===== config.mk =====
export PLATFORM = sky130hd
export DESIGN_NAME = mem_xbar_sp
export DESIGN_NICKNAME = d
export VERILOG_FILES = /design/src/rtl/mem_xbar_sp.sv
export SDC_FILE = /design/constraint.sdc
export NUM_CORES = 1
export LEC_CHECK = 0
export ABC_AREA = 1
export CAP_MARGIN = 20
export CELL_PAD_IN_SITES_DETAIL_PLACEMENT = 2
export CELL_PAD_IN_SITES_GLOBAL_PLACEMENT = 2
export CORE_UTILIZATION = 10
export DETAILED_ROUTE_END_ITERATION = 8
export MAX_ROUTING_LAYER = met4
export PLACE_DENSITY_LB_ADDON = 0.1
export SLEW_MARGIN = 20
export SYNTH_ARGS = -nofsm -noshare
export SYNTH_HDL_FRONTEND = slang
export SYNTH_SLANG_ARGS = --single-unit
export TNS_END_PERCENT = 20

===== constraint.sdc =====
create_clock -name clk_i -period 1.4 [get_ports clk_i]
set_input_delay 0.28 -clock clk_i [delete_from_list [all_inputs] [get_ports clk_i]]
set_output_delay 0.28 -clock clk_i [all_outputs]
set_load 0.03 [all_outputs]

===== src/rtl/mem_xbar_sp.sv =====
// N-host to single-port SRAM arbiter with in-cycle grant, window decode and 1-cycle responses.
// Optional per-host grant counters: define MEM_XBAR_PERF_CNT_EN.
module mem_xbar_sp #(
  parameter int unsigned          NumHosts   = 2,
  parameter int unsigned          DataWidth  = 32,
  parameter int unsigned          AddrWidth  = 32,
  parameter logic [AddrWidth-1:0] MemStart   = '0,
  parameter int unsigned          MemSize    = 65536,
  parameter int unsigned          RoundRobin = 0
) (
  input  logic                             clk_i,
  input  logic                             rst_ni,
  input  logic [NumHosts-1:0]              host_req_i,
  input  logic [NumHosts-1:0]              host_we_i,
  input  logic [NumHosts*DataWidth/8-1:0]  host_be_i,
  input  logic [NumHosts*AddrWidth-1:0]    host_addr_i,
  input  logic [NumHosts*DataWidth-1:0]    host_wdata_i,
  output logic [NumHosts-1:0]              host_gnt_o,
  output logic [NumHosts-1:0]              host_rvalid_o,
  output logic [NumHosts-1:0]              host_err_o,
  output logic [DataWidth-1:0]             host_rdata_o,
  output logic                             mem_req_o,
  output logic                             mem_we_o,
  output logic [DataWidth/8-1:0]           mem_be_o,
  output logic [AddrWidth-1:0]             mem_addr_o,
  output logic [DataWidth-1:0]             mem_wdata_o,
  input  logic [DataWidth-1:0]             mem_rdata_i,
  output logic [NumHosts*32-1:0]           perf_gnt_cnt_o
);

  localparam int unsigned          BeW     = DataWidth / 8;
  localparam int unsigned          IdxW    = (NumHosts > 1) ? $clog2(NumHosts) : 1;
  localparam logic [AddrWidth-1:0] MemMask = AddrWidth'(MemSize - 1);

  logic [IdxW-1:0]      r_ptr;
  logic                 r_rsp_vld;
  logic [IdxW-1:0]      r_rsp_idx;
  logic                 r_rsp_err;
  logic                 r_rsp_we;

  logic                 w_win_vld;
  logic [IdxW-1:0]      w_win_idx;
  logic [IdxW:0]        w_cand;
  logic [AddrWidth-1:0] w_addr;
  logic                 w_we;
  logic [BeW-1:0]       w_be;
  logic [DataWidth-1:0] w_wdata;
  logic                 w_in_range;

  // Candidate order is rotated by the pointer in round-robin mode; the first requester wins.
  // Grants are suppressed while reset is asserted so every output reads zero.
  always_comb begin
    w_win_vld = 1'b0;
    w_win_idx = '0;
    w_cand    = '0;
    for (int unsigned k = 0; k < NumHosts; k++) begin
      if (RoundRobin != 0) begin
        w_cand = {1'b0, r_ptr} + (IdxW+1)'(k);
        if (w_cand >= (IdxW+1)'(NumHosts)) begin
          w_cand = w_cand - (IdxW+1)'(NumHosts);
        end
      end else begin
        w_cand = (IdxW+1)'(k);
      end
      if (!w_win_vld && rst_ni && host_req_i[w_cand[IdxW-1:0]]) begin
        w_win_vld = 1'b1;
        w_win_idx = w_cand[IdxW-1:0];
      end
    end
  end

  assign w_addr     = host_addr_i[w_win_idx*AddrWidth +: AddrWidth];
  assign w_we       = host_we_i[w_win_idx];
  assign w_be       = host_be_i[w_win_idx*BeW +: BeW];
  assign w_wdata    = host_wdata_i[w_win_idx*DataWidth +: DataWidth];
  assign w_in_range = ((w_addr & ~MemMask) == MemStart);

  always_comb begin
    host_gnt_o  = '0;
    mem_req_o   = 1'b0;
    mem_we_o    = 1'b0;
    mem_be_o    = '0;
    mem_addr_o  = '0;
    mem_wdata_o = '0;
    if (w_win_vld) begin
      host_gnt_o[w_win_idx] = 1'b1;
      if (w_in_range) begin
        mem_req_o   = 1'b1;
        mem_we_o    = w_we;
        mem_be_o    = w_be;
        mem_addr_o  = w_addr & MemMask;
        mem_wdata_o = w_wdata;
      end
    end
  end

  always_ff @(posedge clk_i or negedge rst_ni) begin
    if (!rst_ni) begin
      r_ptr     <= '0;
      r_rsp_vld <= 1'b0;
      r_rsp_idx <= '0;
      r_rsp_err <= 1'b0;
      r_rsp_we  <= 1'b0;
    end else begin
      r_rsp_vld <= w_win_vld;
      if (w_win_vld) begin
        r_rsp_idx <= w_win_idx;
        r_rsp_err <= !w_in_range;
        r_rsp_we  <= w_we;
        r_ptr     <= (w_win_idx == IdxW'(NumHosts - 1)) ? '0 : w_win_idx + 1'b1;
      end
    end
  end

  always_comb begin
    host_rvalid_o = '0;
    host_err_o    = '0;
    host_rdata_o  = '0;
    if (r_rsp_vld) begin
      host_rvalid_o[r_rsp_idx] = 1'b1;
      host_err_o[r_rsp_idx]    = r_rsp_err;
      if (!r_rsp_err && !r_rsp_we) begin
        host_rdata_o = mem_rdata_i;
      end
    end
  end

`ifdef MEM_XBAR_PERF_CNT_EN
  logic [NumHosts-1:0][31:0] r_gnt_cnt;

  always_ff @(posedge clk_i or negedge rst_ni) begin
    if (!rst_ni) begin
      r_gnt_cnt <= '0;
    end else begin
      for (int unsigned i = 0; i < NumHosts; i++) begin
        if (host_gnt_o[i] && (r_gnt_cnt[i] != '1)) begin
          r_gnt_cnt[i] <= r_gnt_cnt[i] + 32'd1;
        end
      end
    end
  end

  assign perf_gnt_cnt_o = r_gnt_cnt;
`else
  assign perf_gnt_cnt_o = '0;
`endif

endmodule

==> results of run 1 <==
[power groups by stage]
stage	Sequential, W	Combinational, W	Clock, W
floorplan	0.000137	0.000898	0
global placement	0.000140	0.00140	0
detailed placement	0.000140	0.00143	0
CTS	0.000140	0.00142	0.000471
global route	0.000144	0.00159	0.000473
finish	0.000142	0.00147	0.000465
[final cells by class]
type,instances,area (um^2),share of cell area
repair buffers,302,3070,0.510
multi-input cells,371,2020,0.336
well taps,319,399,0.0663
inverters,93,352,0.0584
flip-flops and latches,4,100,0.0166
clock buffers,3,75.1,0.0125
[worst paths after layout]
kind,from,end,slack [ns],cells after the start
max,host_req_i[0],mem_wdata_o[14],-0.38,11
max reg2reg,r_rsp_idx,r_rsp_idx,0.66,2
min,rst_ni,r_rsp_idx,0.51,3
max in group asynchronous,rst_ni,r_rsp_we,0.78,3
min in group clk_i,host_req_i[0],r_rsp_idx,0.52,5
min reg2reg,r_rsp_err,r_rsp_err,0.52,2
[per-stage QoR]
| step | util | instances | TNS, ns |
|---|---|---|---|
| 2_1_floorplan | - | 567 | -7.65 |
| 3_3_place_gp | 0.229 | 1075 | -47.34 |
| 3_5_place_dp | 0.229 | 1075 | -49.04 |
| 4_1_cts | 0.242 | 1084 | -22.99 |
| 5_1_grt | 0.253 | 1092 | -26.76 |
| 6_report | 0.253 | 1092 | -21.35 |
[critical path, stage by stage]
cell     delay, ns
buf_8         0.11
inv_4         0.05
nand3_4       0.10
nor2_4        0.14
nand3_4       0.10
nand2_4       0.10
nand2_8       0.09
buf_12        0.16
buf_12        0.14
nor2_4        0.09
buf_6         0.14
[routing by layer]
metal | vias to the layer above | part of all wire | wire length [um] | track usage
li1 | 1776 | - | - | -
met1 | 1667 | 0.34 | 5180 | 0.111
met2 | 188 | 0.56 | 8460 | 0.229
met3 | 13 | 0.087 | 1320 | 0.0188
met4 | 0 | 0.015 | 221 | 0.0275
met5 | - | 0 | 0 | -
[cell families (layout without fill, tap and decap cells)]
kind of cell | Yosys count | after routing | synth area share
AOI/OAI and AO/OA | 4 | 4 | 0.00816
buffers and inverters | 192 | 398 | 0.448
other | 1 | 80 | 0.00153
and+or+nand+nor | 287 | 287 | 0.501
DFF | 4 | 4 | 0.0408
[sequential cells by signal, summed over array words and instances (netlist names)]
signal	flops
r_rsp_err	1
r_rsp_idx	1
r_rsp_vld	1
r_rsp_we	1
[cell usage in the layout (no fill, tap or decap)]
cell type	n
nand2_8	1
buf_12	16
clkbuf_16	3
nor2_2	13
inv_1	90
nor2_1	33
nor3_4	1
nand3_1	1
nand2_2	6
o21ai_0	2
nand3_4	3
nand3_2	1
a21oi_2	1
clkbuf_2	4
dfrtp_1	4
inv_2	2
conb_1	80
clkdlybuf4s50_1	138
inv_4	1
dlygate4sd3_1	1
clkdlybuf4s15_1	1
buf_8	2
a21oi_1	1
nand2_4	2
buf_4	51
buf_2	17
buf_6	71
nor2_4	63
and2_4	2
buf_16	1
nand2_1	161
[what timing repair did]
item                                   CTS  global route
endpoints found under the hold margin    0             4
gates cloned                             1             0
setup buffers                            5             7
hold buffers                             0             1
pin swaps                               23            25
resized for setup                      194            59
setup endpoints to repair               91            89
==> run metrics, run 1 <==
outcome=complete, but fails checks; yosys warns=0; vias in the first global route=3775; Root Buffer=clkbuf_16; Clock Skews=0 ns; final worst slack=-0.383 ns; NumNets Final=949; Die Span Y=159 um; CP max FO=8; Sw Share=0.452; Vias=3644; share of layout cells above drive strength 1=0.338; Post-DRT Antenna Nets=0; Fmax=561 MHz; worst skew pair latency=0.23 ns; Die Area=25200 um^2; most frequent cell after synthesis=nand2_1; Worst VDD drop=237 uV; ranking of synthesized cells by area=nand2_1, buf_4, inv_1, nor2_2, nor2_1; largest net degree at the start of global routing=36; Layout area overhead=145%; initial core utilization=0.103; CTS tree=yes; fillcell total=2861; Clock Sinks=4; Req. time, crit path=1.12 ns; 1st-iter DRT viols=43; RePlAce Congestion=0.724; GR Overflow Total=0; placed instance area=5430 um^2; worst hold slack=0.509 ns; clock power share=0.224; first-pass GRT wire length=20800 um; Placement Setup Slack=-0.925 ns; period utilisation layout=1.27; Leak=3.07 nW; Flop pwr share=0.068; #FFs+latches synth=4; H-Tree Depth=1; final WL=15200 um; syn avg cell area=5.03 um^2; Slew Viols, Final=0; Distinct cells, synth=18; fin crit period=1.78 ns; Via density=3.34; max_cap viols=0; DRC errors left=0; CTS Buf Count=3; ys flop type=dfrtp_1; combinational power share=0.707; post-synthesis cell area=2450 um^2; Fin. Hold Viols=0; I/O Buffers=265; Antenna diodes=0; clock tree buffer depth=2; fraction of the yosys area taken by sequential cells=0.0408; post-synth top area share=0.259; I/O pin cnt=346; Post-Layout Inst Area=6020 um^2; initial antenna violation count=0; Global Route Usage Sum=0.114; Arr. time, crit path=1.50 ns; Die X=159 um; hold crit path type=input port to asynchronous set/reset pin; Async SR Flop Fraction=1.00; switching pwr=0.000938 W; DR WL/cell=13.9 um; total internal power=0.00114 W; failing checks=negative setup slack; list of most frequent post-synthesis cells=nand2_1, inv_1, buf_4; number of synthesized flops with an enable pin=0; Yosys top cell by area=nand2_1; dpl hpwl=13200 um; num rows=56; RSZ-0062 raised after global routing=yes; Pwr Total=0.00207 W; crit end category=primary output; clock-pin slew on the worst setup and hold paths=0.04 ns; startpoint types=input port; Post-Syn Instances=488; Setup-failing EPs final=86; Setup CP Type=input port to primary output; Placeable Area=23800 um^2; DRT Pass-1 Iters=3; Pwr Density=345 nW/um^2
Note: power is estimated with default switching activity, not from simulation.
==> inputs of run 2 (changes only) <==
--- a/config.mk
+++ b/config.mk
@@ -6,12 +6,11 @@
 export NUM_CORES = 1
 export LEC_CHECK = 0
 export ABC_AREA = 1
-export CAP_MARGIN = 20
+export CAP_MARGIN = 0
 export CELL_PAD_IN_SITES_DETAIL_PLACEMENT = 2
 export CELL_PAD_IN_SITES_GLOBAL_PLACEMENT = 2
 export CORE_UTILIZATION = 10
 export DETAILED_ROUTE_END_ITERATION = 8
-export MAX_ROUTING_LAYER = met4
 export PLACE_DENSITY_LB_ADDON = 0.1
 export SLEW_MARGIN = 20
 export SYNTH_ARGS = -nofsm -noshare
==> run metrics, run 2 (synthesis results as in run 1) <==
crit end category=primary output; 1st-iter DRT viols=42; Fin. Hold Viols=0; flip-flop and latch area=100 um^2; vias in the first global route=3761; Antenna diodes=0; Vias=3631; clock-pin slew on the worst setup and hold paths=0.03 ns; worst hold slack=0.511 ns; Setup-failing EPs final=86; DRC errors left=0; startpoint types=input port; H-Tree Depth=1; highest-count cells in the layout ignoring fill and taps=nand2_1, clkdlybuf4s50_1, inv_1; Die X=159 um; Reg2Reg Capture Point=r_rsp_idx; Global Route Usage Sum=0.111; worst skew pair latency=0.23 ns; placed instance area=5430 um^2; footprint of the multi-input gates=2030 um^2; CTS Buf Count=3; Worst Reg-to-Reg Cells=2; RePlAce Congestion=0.715; final WL=15200 um; Worst VDD drop=237 uV; Post-Layout Inst Area=6030 um^2; FF-to-FF Start=r_rsp_idx; Root Buffer=clkbuf_16; share of layout cells above drive strength 1=0.339; NumNets Final=950; first-pass GRT wire length=20900 um; GR Overflow Total=0; DR WL/cell=13.9 um; I/O pin cnt=346; Clock Skews=0 ns; Post-DRT Antenna Nets=0; Die Span Y=159 um; fin crit period=1.79 ns; crit-path max cell delay=0.16 ns; clock tree buffer depth=2; Pwr Density=344 nW/um^2; slowest cell on the critical path=buf_12; dpl hpwl=13200 um; failing checks=negative setup slack; Slew Viols, Final=0; Arr. time, crit path=1.51 ns; Leak=3.08 nW; hold crit path type=input port to asynchronous set/reset pin; period utilisation layout=1.28; DRT Pass-1 Iters=3; r2r setup slk=0.66 ns; initial antenna violation count=0; Die Area=25200 um^2; Layout area overhead=146%; Placement Setup Slack=-0.925 ns; Placeable Area=23800 um^2; commonest non-fill, non-tap cell in the layout=nand2_1; largest net degree at the start of global routing=36; Setup CP Type=input port to primary output; I/O Buffers=265; fillcell total=2856; Pwr Total=0.00208 W; final worst slack=-0.385 ns; Fmax=560 MHz; worst-path cell chain=buf_8 > inv_4 > nand3_4 > nor2_4 > nand3_4 > nand2_4 > nand2_8 > buf_12 > buf_12 > nor2_4 > buf_6; max_cap viols=0; Req. time, crit path=1.12 ns; CP max FO=8; outcome=complete, but fails checks; Via density=3.32; RSZ-0062 raised after global routing=yes; initial core utilization=0.103; num rows=56; CTS tree=yes; Clock Sinks=4
[run 2: critical path: cells and delay by family]
| kind | cells | cell delay [ns] |
|---|---|---|
| AND/OR/NAND/NOR | 6 | 0.62 |
| buffers and inverters | 5 | 0.60 |
[run 2: repair_timing]
| action | in CTS | in global routing |
|---|---|---|
| endpoints found under the hold margin | 0 | 4 |
| pin swaps | 23 | 26 |
| hold buffers | 0 | 1 |
| cloned | 1 | 0 |
| resized for setup | 194 | 61 |
| endpoints found under the setup margin | 91 | 89 |
| buffers inserted | 5 | 8 |
[run 2: metal layers]
metal  vias up  track usage  part of all wire
met5         -            0                 0
met4         0       0.0275             0.015
met3        13       0.0207             0.091
met2       186        0.227              0.56
met1      1656        0.112              0.34
li1       1776            -                 -
[run 2: cell type report]
| class | count | area share |
|---|---|---|
| inverters | 93 | 0.0583 |
| well taps | 319 | 0.0662 |
| multi-input cells | 371 | 0.336 |
| clock buffers | 3 | 0.0124 |
| flip-flops and latches | 4 | 0.0166 |
| repair buffers | 303 | 0.510 |
[run 2: worst max-delay path by stage]
stage | startpoint | endpoint | slack [ns] | cells after the start
global route | host_req_i[0] | mem_wdata_o[14] | -0.44 | 11
global placement | rst_ni | mem_wdata_o[13] | -0.90 | 9
floorplan | host_addr_i[48] | mem_addr_o[0] | -0.12 | 8
finish | host_req_i[0] | mem_wdata_o[14] | -0.39 | 11
detailed placement | rst_ni | mem_wdata_o[14] | -0.92 | 9
CTS | host_addr_i[21] | mem_wdata_o[14] | -0.45 | 11
[run 2: metrics by stage]
step	utilization	instances	TNS (ns)
floorplan	-	567	-7.65
global placement	0.229	1075	-47.34
detailed placement	0.229	1075	-49.04
CTS	0.242	1084	-22.99
global route	0.254	1093	-26.90
finish	0.254	1093	-21.46
[run 2: power by group]
group,switching (W),internal (W)
Clock,0.0000974,0.000367
Sequential,0.0000125,0.000129
Combinational,0.000829,0.000643
